**src/rtl/simd_add_arb.sv**
```systemverilog
// Round-robin arbiter sharing one pipelined N-lane SIMD adder among R requesters.
// Define SIMD_ARB_CNT_EN to build saturating per-requester grant counters.
module simd_add_arb #(
  parameter int N   = 4,
  parameter int W   = 10,
  parameter int R   = 3,
  parameter int LAT = 2,
  parameter int CW  = 16
) (
  input  logic              clk,
  input  logic              rst,
  input  logic [R-1:0]      req_valid,
  output logic [R-1:0]      req_ready,
  input  logic [R*N*W-1:0]  req_a,
  input  logic [R*N*W-1:0]  req_b,
  output logic [N*W-1:0]    add_a,
  output logic [N*W-1:0]    add_b,
  input  logic [N*W-1:0]    add_sum,
  output logic [R-1:0]      resp_valid,
  output logic [N*W-1:0]    resp_sum,
  output logic [R*CW-1:0]   grant_cnt
);

  localparam int NW = N * W;
  localparam int IW = (R > 1) ? $clog2(R) : 1;
  localparam logic [IW:0] RN = (IW+1)'(R);

  typedef struct packed {
    logic          v;
    logic [IW-1:0] id;
  } tag_t;

  logic [IW-1:0] last;
  logic [IW-1:0] win;
  logic [IW:0]   idx;
  logic          found;
  logic          grant;
  logic [R-1:0]  win_oh;
  tag_t          tags [LAT];

  // Rotating search from last+1; idx is one bit wider so the wrap is a single subtract.
  always_comb begin
    found = 1'b0;
    win   = '0;
    idx   = '0;
    for (int k = 0; k < R; k++) begin
      idx = {1'b0, last} + (IW+1)'(k) + (IW+1)'(1);
      if (idx >= RN) idx = idx - RN;
      if (!found && req_valid[idx[IW-1:0]]) begin
        found = 1'b1;
        win   = idx[IW-1:0];
      end
    end
  end

  assign grant     = found & ~rst;
  assign win_oh    = grant ? (R'(1) << win) : '0;
  assign req_ready = win_oh;

  always_comb begin
    add_a = '0;
    add_b = '0;
    for (int r = 0; r < R; r++) begin
      if (win_oh[r]) begin
        add_a = req_a[r*NW +: NW];
        add_b = req_b[r*NW +: NW];
      end
    end
  end

  always_ff @(posedge clk) begin
    if (rst) begin
      last       <= IW'(R - 1);
      resp_valid <= '0;
      resp_sum   <= '0;
      for (int s = 0; s < LAT; s++) tags[s] <= '0;
    end else begin
      if (grant) last <= win;
      tags[0] <= '{v: grant, id: win};
      for (int s = 1; s < LAT; s++) tags[s] <= tags[s-1];
      if (tags[LAT-1].v) begin
        resp_valid <= R'(1) << tags[LAT-1].id;
        resp_sum   <= add_sum;
      end else begin
        resp_valid <= '0;
      end
    end
  end

`ifdef SIMD_ARB_CNT_EN
  for (genvar r = 0; r < R; r++) begin : g_cnt
    logic [CW-1:0] cnt;
    always_ff @(posedge clk) begin
      if (rst) begin
        cnt <= '0;
      end else if (win_oh[r] && req_valid[r] && cnt != '1) begin
        cnt <= cnt + CW'(1);
      end
    end
    assign grant_cnt[r*CW +: CW] = cnt;
  end
`else
  assign grant_cnt = '0;
`endif

endmodule

```
**config.mk**
```make
export PLATFORM = sky130hd
export DESIGN_NAME = simd_add_arb
export DESIGN_NICKNAME = d
export VERILOG_FILES = /design/src/rtl/simd_add_arb.sv
export SDC_FILE = /design/constraint.sdc
export NUM_CORES = 1
export LEC_CHECK = 0
export ABC_AREA = 0
export ABC_CLOCK_PERIOD_IN_PS = 3400
export CORE_AREA = 2 2 178 180
export DETAILED_ROUTE_END_ITERATION = 8
export DIE_AREA = 0 0 180 182
export PLACE_DENSITY = 0.46
export SLEW_MARGIN = 20
export SYNTH_ARGS = -nofsm -noshare
export SYNTH_HDL_FRONTEND = slang
export SYNTH_SLANG_ARGS = --single-unit
```
**constraint.sdc**
```tcl
create_clock -name clk -period 3.4 [get_ports clk]
set_input_delay 1.02 -clock clk [delete_from_list [all_inputs] [get_ports clk]]
set_output_delay 1.02 -clock clk [all_outputs]
set_load 0.05 [all_outputs]
```
Word-level counts from Yosys, hierarchy flattened
Memories as Yosys holds them, arrays and structs flattened.
Cells that the tools add are included.

operators by class
  add/sub/neg operators = 7
  order comparisons = 6
  shift-type cells = 2
  mux-type cells = 27
  bitwise logic cells = 5
  reductions and logical operators = 5

operators with widths
  kind                   number
  $mux W40               6
  $mux W2                6
  $ge A3 B2 Y1 const B   3
  $lt A2 B3 Y1 const B   3
  $mux W1                9
  $mux W3                3
  $add A3 B1 Y3 const B  2
  $bmux W1 S2            3
  $shl A1 B2 Y3 const A  2
  $sub A2 B2 Y2 const B  3
  $add A2 B1 Y3 const B  1
  $add A2 B2 Y3 const B  1
  $logic_and A1 B1 Y1    2
  $logic_not A1 Y1       2
  $not A1 Y1             2
  $or A1 B1 Y1           2
  $reduce_or A2 Y1       1
  $and A1 B1 Y1          1

word-level totals
  register bits after elaboration = 45
  bits in writable memories = 6
  input port bits = 285
  output and inout bits = 174
  logic and storage cells = 56
  memories = 1

memory list
  name  words  width  read ports  clocked after memory_dff  wr ports  RTL line  RTL
  tags  2      3      2           0                         2         39        tag_t tags [LAT];

Logic depth before layout (Yosys ltp)
  depth after elaboration = 17
  mapped depth = 9

Worst setup path before layout
OpenSTA, ideal clock, no wires.

  kind = in2out
  from = input req_valid[2]
  to = output add_a[30]
  arrival time = 2908 ps
  data required time = 2380 ps
  path slack = -528 ps
  cell stages on the path = 5
  cell sequence = and3b_1 o221ai_1 o22ai_2 clkbuf_1 a32o_1

RTL lines
  item                                            RTL line  RTL
  start: declaration                              12        input logic [R-1:0] req_valid,
  $bmux W1 S2                                     49        if (!found && req_valid[idx[IW-1:0]]) begin
  $mux W1 (not written as such)                   49
  $mux W1                                         49
  $logic_not A1 Y1                                49
  $logic_and A1 B1 Y1                             49
  $mux W1                                         49
  $logic_not A1 Y1                                49
  $logic_and A1 B1 Y1                             49
  $mux W2 or $mux W1 (tied branches)              49
  $shl A1 B2 Y3 or $and A1 B1 Y1 (tied branches)  57, 56
  $mux W3 *                                       57        assign win_oh = grant ? (R'(1) << win) : '0;
  named net req_ready[1]                          13        output logic [R-1:0] req_ready,
  $mux W40 * (2 in series)                        64        if (win_oh[r]) begin
  end: declaration                                16        output logic [N*W-1:0] add_a,

The timed path passes the listed nets; every way through them passes the cells marked *. The select of a mux whose other input is x is not followed.

Worst setup path in the final report
  from = input req_valid[0]
  to = output add_b[37]

between the ends
  cells in the longest elaborated chain, start to end = 14

RTL lines
  item                                            RTL line  RTL
  $bmux W1 S2                                     49
  $mux W1 (not written as such)                   49
  $mux W1                                         49
  $logic_not A1 Y1                                49
  $logic_and A1 B1 Y1                             49
  $mux W1                                         49
  $logic_not A1 Y1                                49
  $logic_and A1 B1 Y1                             49
  $mux W2 or $mux W1 (tied branches)              49
  $shl A1 B2 Y3 or $and A1 B1 Y1 (tied branches)  57, 56
  $mux W3 *                                       57
  $mux W40 (2 in series)                          64
  $mux W40 *                                      64
  end: declaration                                17        output logic [N*W-1:0] add_b,

Mark *: on every way between the ends. The rest lies on a longest branch, timed or not. The select of a mux whose other input is x is not followed.

==> summary.md <==
| Metric | Value |
|---|---|
| Status | `finished, violations left` |
| Failing checks | `negative setup slack` |
| CP Capture Type | `output port` |
| # diodes | `0` |
| Routability cong. | `0.7925` |
| TritonCTS Buffers | `5` |
| CP Data Arrival Time | `around 2.7 ns` |
| Overall Global Routing Usage | `0.1444` |
| Synth Area in Compound Gates | `0.2048` |
| Core ar. | `about 31000 um^2` |
| Max-cap viol count | `0` |
| Fraction of layout cells with a size suffix above 1 | `0.3075` |
| CTS Hold Bufs | `0` |
| Register area share after synthesis | `0.2340` |
| Adder-Cell Fraction of Synth Area | `0.008603` |
| Antenna violations before repair | `0` |
| Reg2reg setup slack | `~1.2 ns` |
| Pre-Repair DR Iteration Count | `4` |
| Fin crit share | `1.106` |
| Final std cells w/o fill | `1371` |
| Post-detailed-routing wire length | `25.37 mm` |
| R2R depth | `8` |
| Leak | `4.576 nW` |
| Largest family of logic cells by synthesized area | `simple AND/OR/NAND/NOR gates` |
| Critical Path RT | `2.38 ns` |
| WHS Path Cells | `1` |
| Flops & latches, synth | `51` |
| Wire per inst | `18.50 um` |
| Chip width | `180 um` |
| Actual slew at the worst max-slew pin | `0.6435 ns` |
| Rows | `between 60 and 70` |
| VDD IR max | `approximately 520 uV` |
| Clock tree sinks | `51` |
| Worst hold start | `tags[0][2]$_SDFF_PP0_` |
| Unrepaired setup endpoints after global routing | `yes` |
| Final setup viols | `81` |
| Final worst slack | `-0.3593 ns` |
| Max Transition Viols Final | `0` |
| Synth Cell Area | `4363 um^2` |
| Post-DP HPWL | `roughly 19 mm` |
| Post-Synth Simple-Gate Area | `0.3048` |
| Hold EP | `tags[0][5]$_SDFF_PP0_` |
| Mapped Cells | `520` |
| Syn_area_per_cell | `8.390 um^2` |
| Maximum clock insertion buffer count | `2` |
| Mux contribution to synthesized area | `0.09636` |
| Max FO, Critical Path | `12` |
| Slew HR | `0.5710` |
| Die ar. | `approximately 33000 um^2` |
| Remaining Overflow, GRT | `0` |
| 1st-iter DRT viols | `151` |
| Syn. warnings | `0` |
| Fmax | `266.0 MHz` |
| Max Clock Skew | `roughly 0.0098 ns` |
| CTS tree | `done` |
| First-pass GRT wire length | `36.49 mm` |
| Final min period | `roughly 3.8 ns` |
| Via count | `5609` |
| Vias per cell | `4.091` |
| Root Buffer | `clkbuf_16` |
| Clock Pin Slew Worst Setup and Hold Paths | `~0.070 ns` |
| Min-delay worst type | `reg2reg` |
| Final Hold Fails | `0` |
| Startpoint types | `input port` |
| Crit Path Category | `in2out` |
| Placed Cells | `1331` |
| Worst r2r src | `last[0]$_SDFFE_PP0P_` |
| Pwr per Cell Area | `865.5 nW/um^2` |
| H-tree depth | `2` |
| Initial Util | `0.1408` |
| Number of buffer cells added on primary ports | `410` |
| Pre-CTS setup slack | `-0.7453 ns` |
| Layout area overhead | `152.0%` |
| Largest net degree at the start of global routing | `61` |
| Vias in the first global route | `5816` |
| Final net count | `1256` |
| Die Height | `182 um` |
| Post-DRT Antenna Nets | `0` |
| Crit Reg-Reg Endpoint | `last[1]$_SDFFE_PP1P_` |
| Clk_lat worst skew | `0.30 ns` |
| Library cells used by synthesis | `35` |
| Number of I/O pins | `459` |
| Post-synthesis xor/xnor area fraction | `0` |
| Drt drc | `0` |
==> repair_timing <==
action                                  CTS  global route
endpoints found under the setup margin   83            83
buffers inserted                         16             3
resized for setup                        61            31
pin swaps                                75            32
gates cloned                             10             6
==> how the worst max path moves through the flow <==
| stage | from | endpoint | slack [ns] |
|---|---|---|---|
| finish | req_valid[0] | add_b[37] | -0.36 |
| CTS | req_valid[0] | add_a[34] | -0.45 |
| floorplan | req_valid[2] | add_a[30] | 0.002 |
| global placement | req_valid[1] | add_a[37] | -0.74 |
| detailed placement | req_valid[0] | add_a[34] | -0.75 |
| global route | req_valid[0] | add_a[10] | -0.43 |
==> final cells by class <==
| class | count | area, um^2 |
|---|---|---|
| clock inverters | 3 | 46.29 |
| clock buffers | 5 | 125.1 |
| repair buffers | 495 | 6090 |
| fillers | 3172 | 19990 |
| flip-flops and latches | 51 | 1025 |
| inverters | 3 | 11.26 |
| multi-input cells | 412 | 3194 |
| well taps | 402 | 503.0 |
==> layer usage <==
layer / track usage / wire length (um) / share of wire
met1: 0.1703 / 10170 / 0.40
met4: 0.02862 / 297 / 0.012
met2: 0.2613 / 12990 / 0.51
met3: 0.03971 / 1910 / 0.075
met5: 0 / 0 / 0
==> through the flow <==
stage	hold WS, ns	TNS [ns]	util	power (mW)	area (um^2)
floorplan	0.4124	0	-	4.534	4647
global placement	0.4202	-55.21	0.3238	7.971	10030
detailed placement	0.4230	-56.67	0.3238	7.964	10030
CTS	0.4411	-31.88	0.3483	9.445	10790
global route	0.4476	-30.06	0.3548	9.958	10990
finish	0.4376	-24.51	0.3548	9.515	10990
==> cells in the mapped netlist, drive strengths merged <==
master  instances  area [um^2]
buf            60        484.2
and2            4        25.03
o21a            1        7.510
o221ai          1        8.760
nor4b           2        23.77
nor3            1        5.000
a21boi          1        7.510
and3b           1        8.760
inv             3        11.26
a32o           81        810.8
o311a           1        10.01
nand2           2        7.510
clkbuf         43        161.4
nor3b           2        15.01
dfxtp          51         1021
conb            1        3.750
nor2           47        176.4
ha              3        37.54
or3            81        506.7
nor2b           3        18.77
o31a            1        8.760
or2b           14        105.1
o22ai           2        18.77
nand2b         68        432.9
mux2i          42        420.4
a32oi           1        8.760
a21oi           1        5.000
o21bai          1        7.510
nand3           1        5.000
==> report_power, final <==
group          internal (mW)  switching [mW]
logic                   4.09            4.09
clock network          0.350           0.234
registers              0.687          0.0638
==> critical path: stages <==
cell	delay (ns)
buf_8	0.10
nor4b_4	0.25
a32oi_4	0.12
buf_12	0.16
buf_12	0.14
buf_16	0.15
or3_4	0.32
a32o_2	0.29
buf_12	0.15
==> placed cells by master, fill, tap and decap left out, types with 2 or more instances in the layout <==
cell	synthesis	routed
dfxtp_1	51	48
nand2_1	2	2
nor2b_1	3	3
nand2b_1	67	67
or3_1	81	68
a32o_2	0	81
buf_16	0	8
inv_2	0	2
buf_12	0	98
buf_8	0	8
or2b_1	14	14
mux2i_1	42	42
buf_6	10	13
clkdlybuf4s50_1	0	323
nor3b_1	2	2
or3_4	0	13
conb_1	1	48
buf_4	49	41
and2_1	3	2
clkbuf_16	0	9
o311a_4	0	2
nor2_1	47	45
dfxtp_2	0	3
ha_4	0	3
==> flip-flops by register name, indices dropped and copies added (netlist names) <==
signal,flops
last,2
resp_sum,40
tags,6
resp_valid,3
==> logic make-up after synthesis <==
logic type                 Yosys count
adders and majority gates            3
buffers and inverters              106
other                                1
DFF                                 51
and+or+nand+nor                    226
muxes                               42
AOI/OAI and AO/OA                   91
Note: power is estimated with default switching activity, not from simulation.
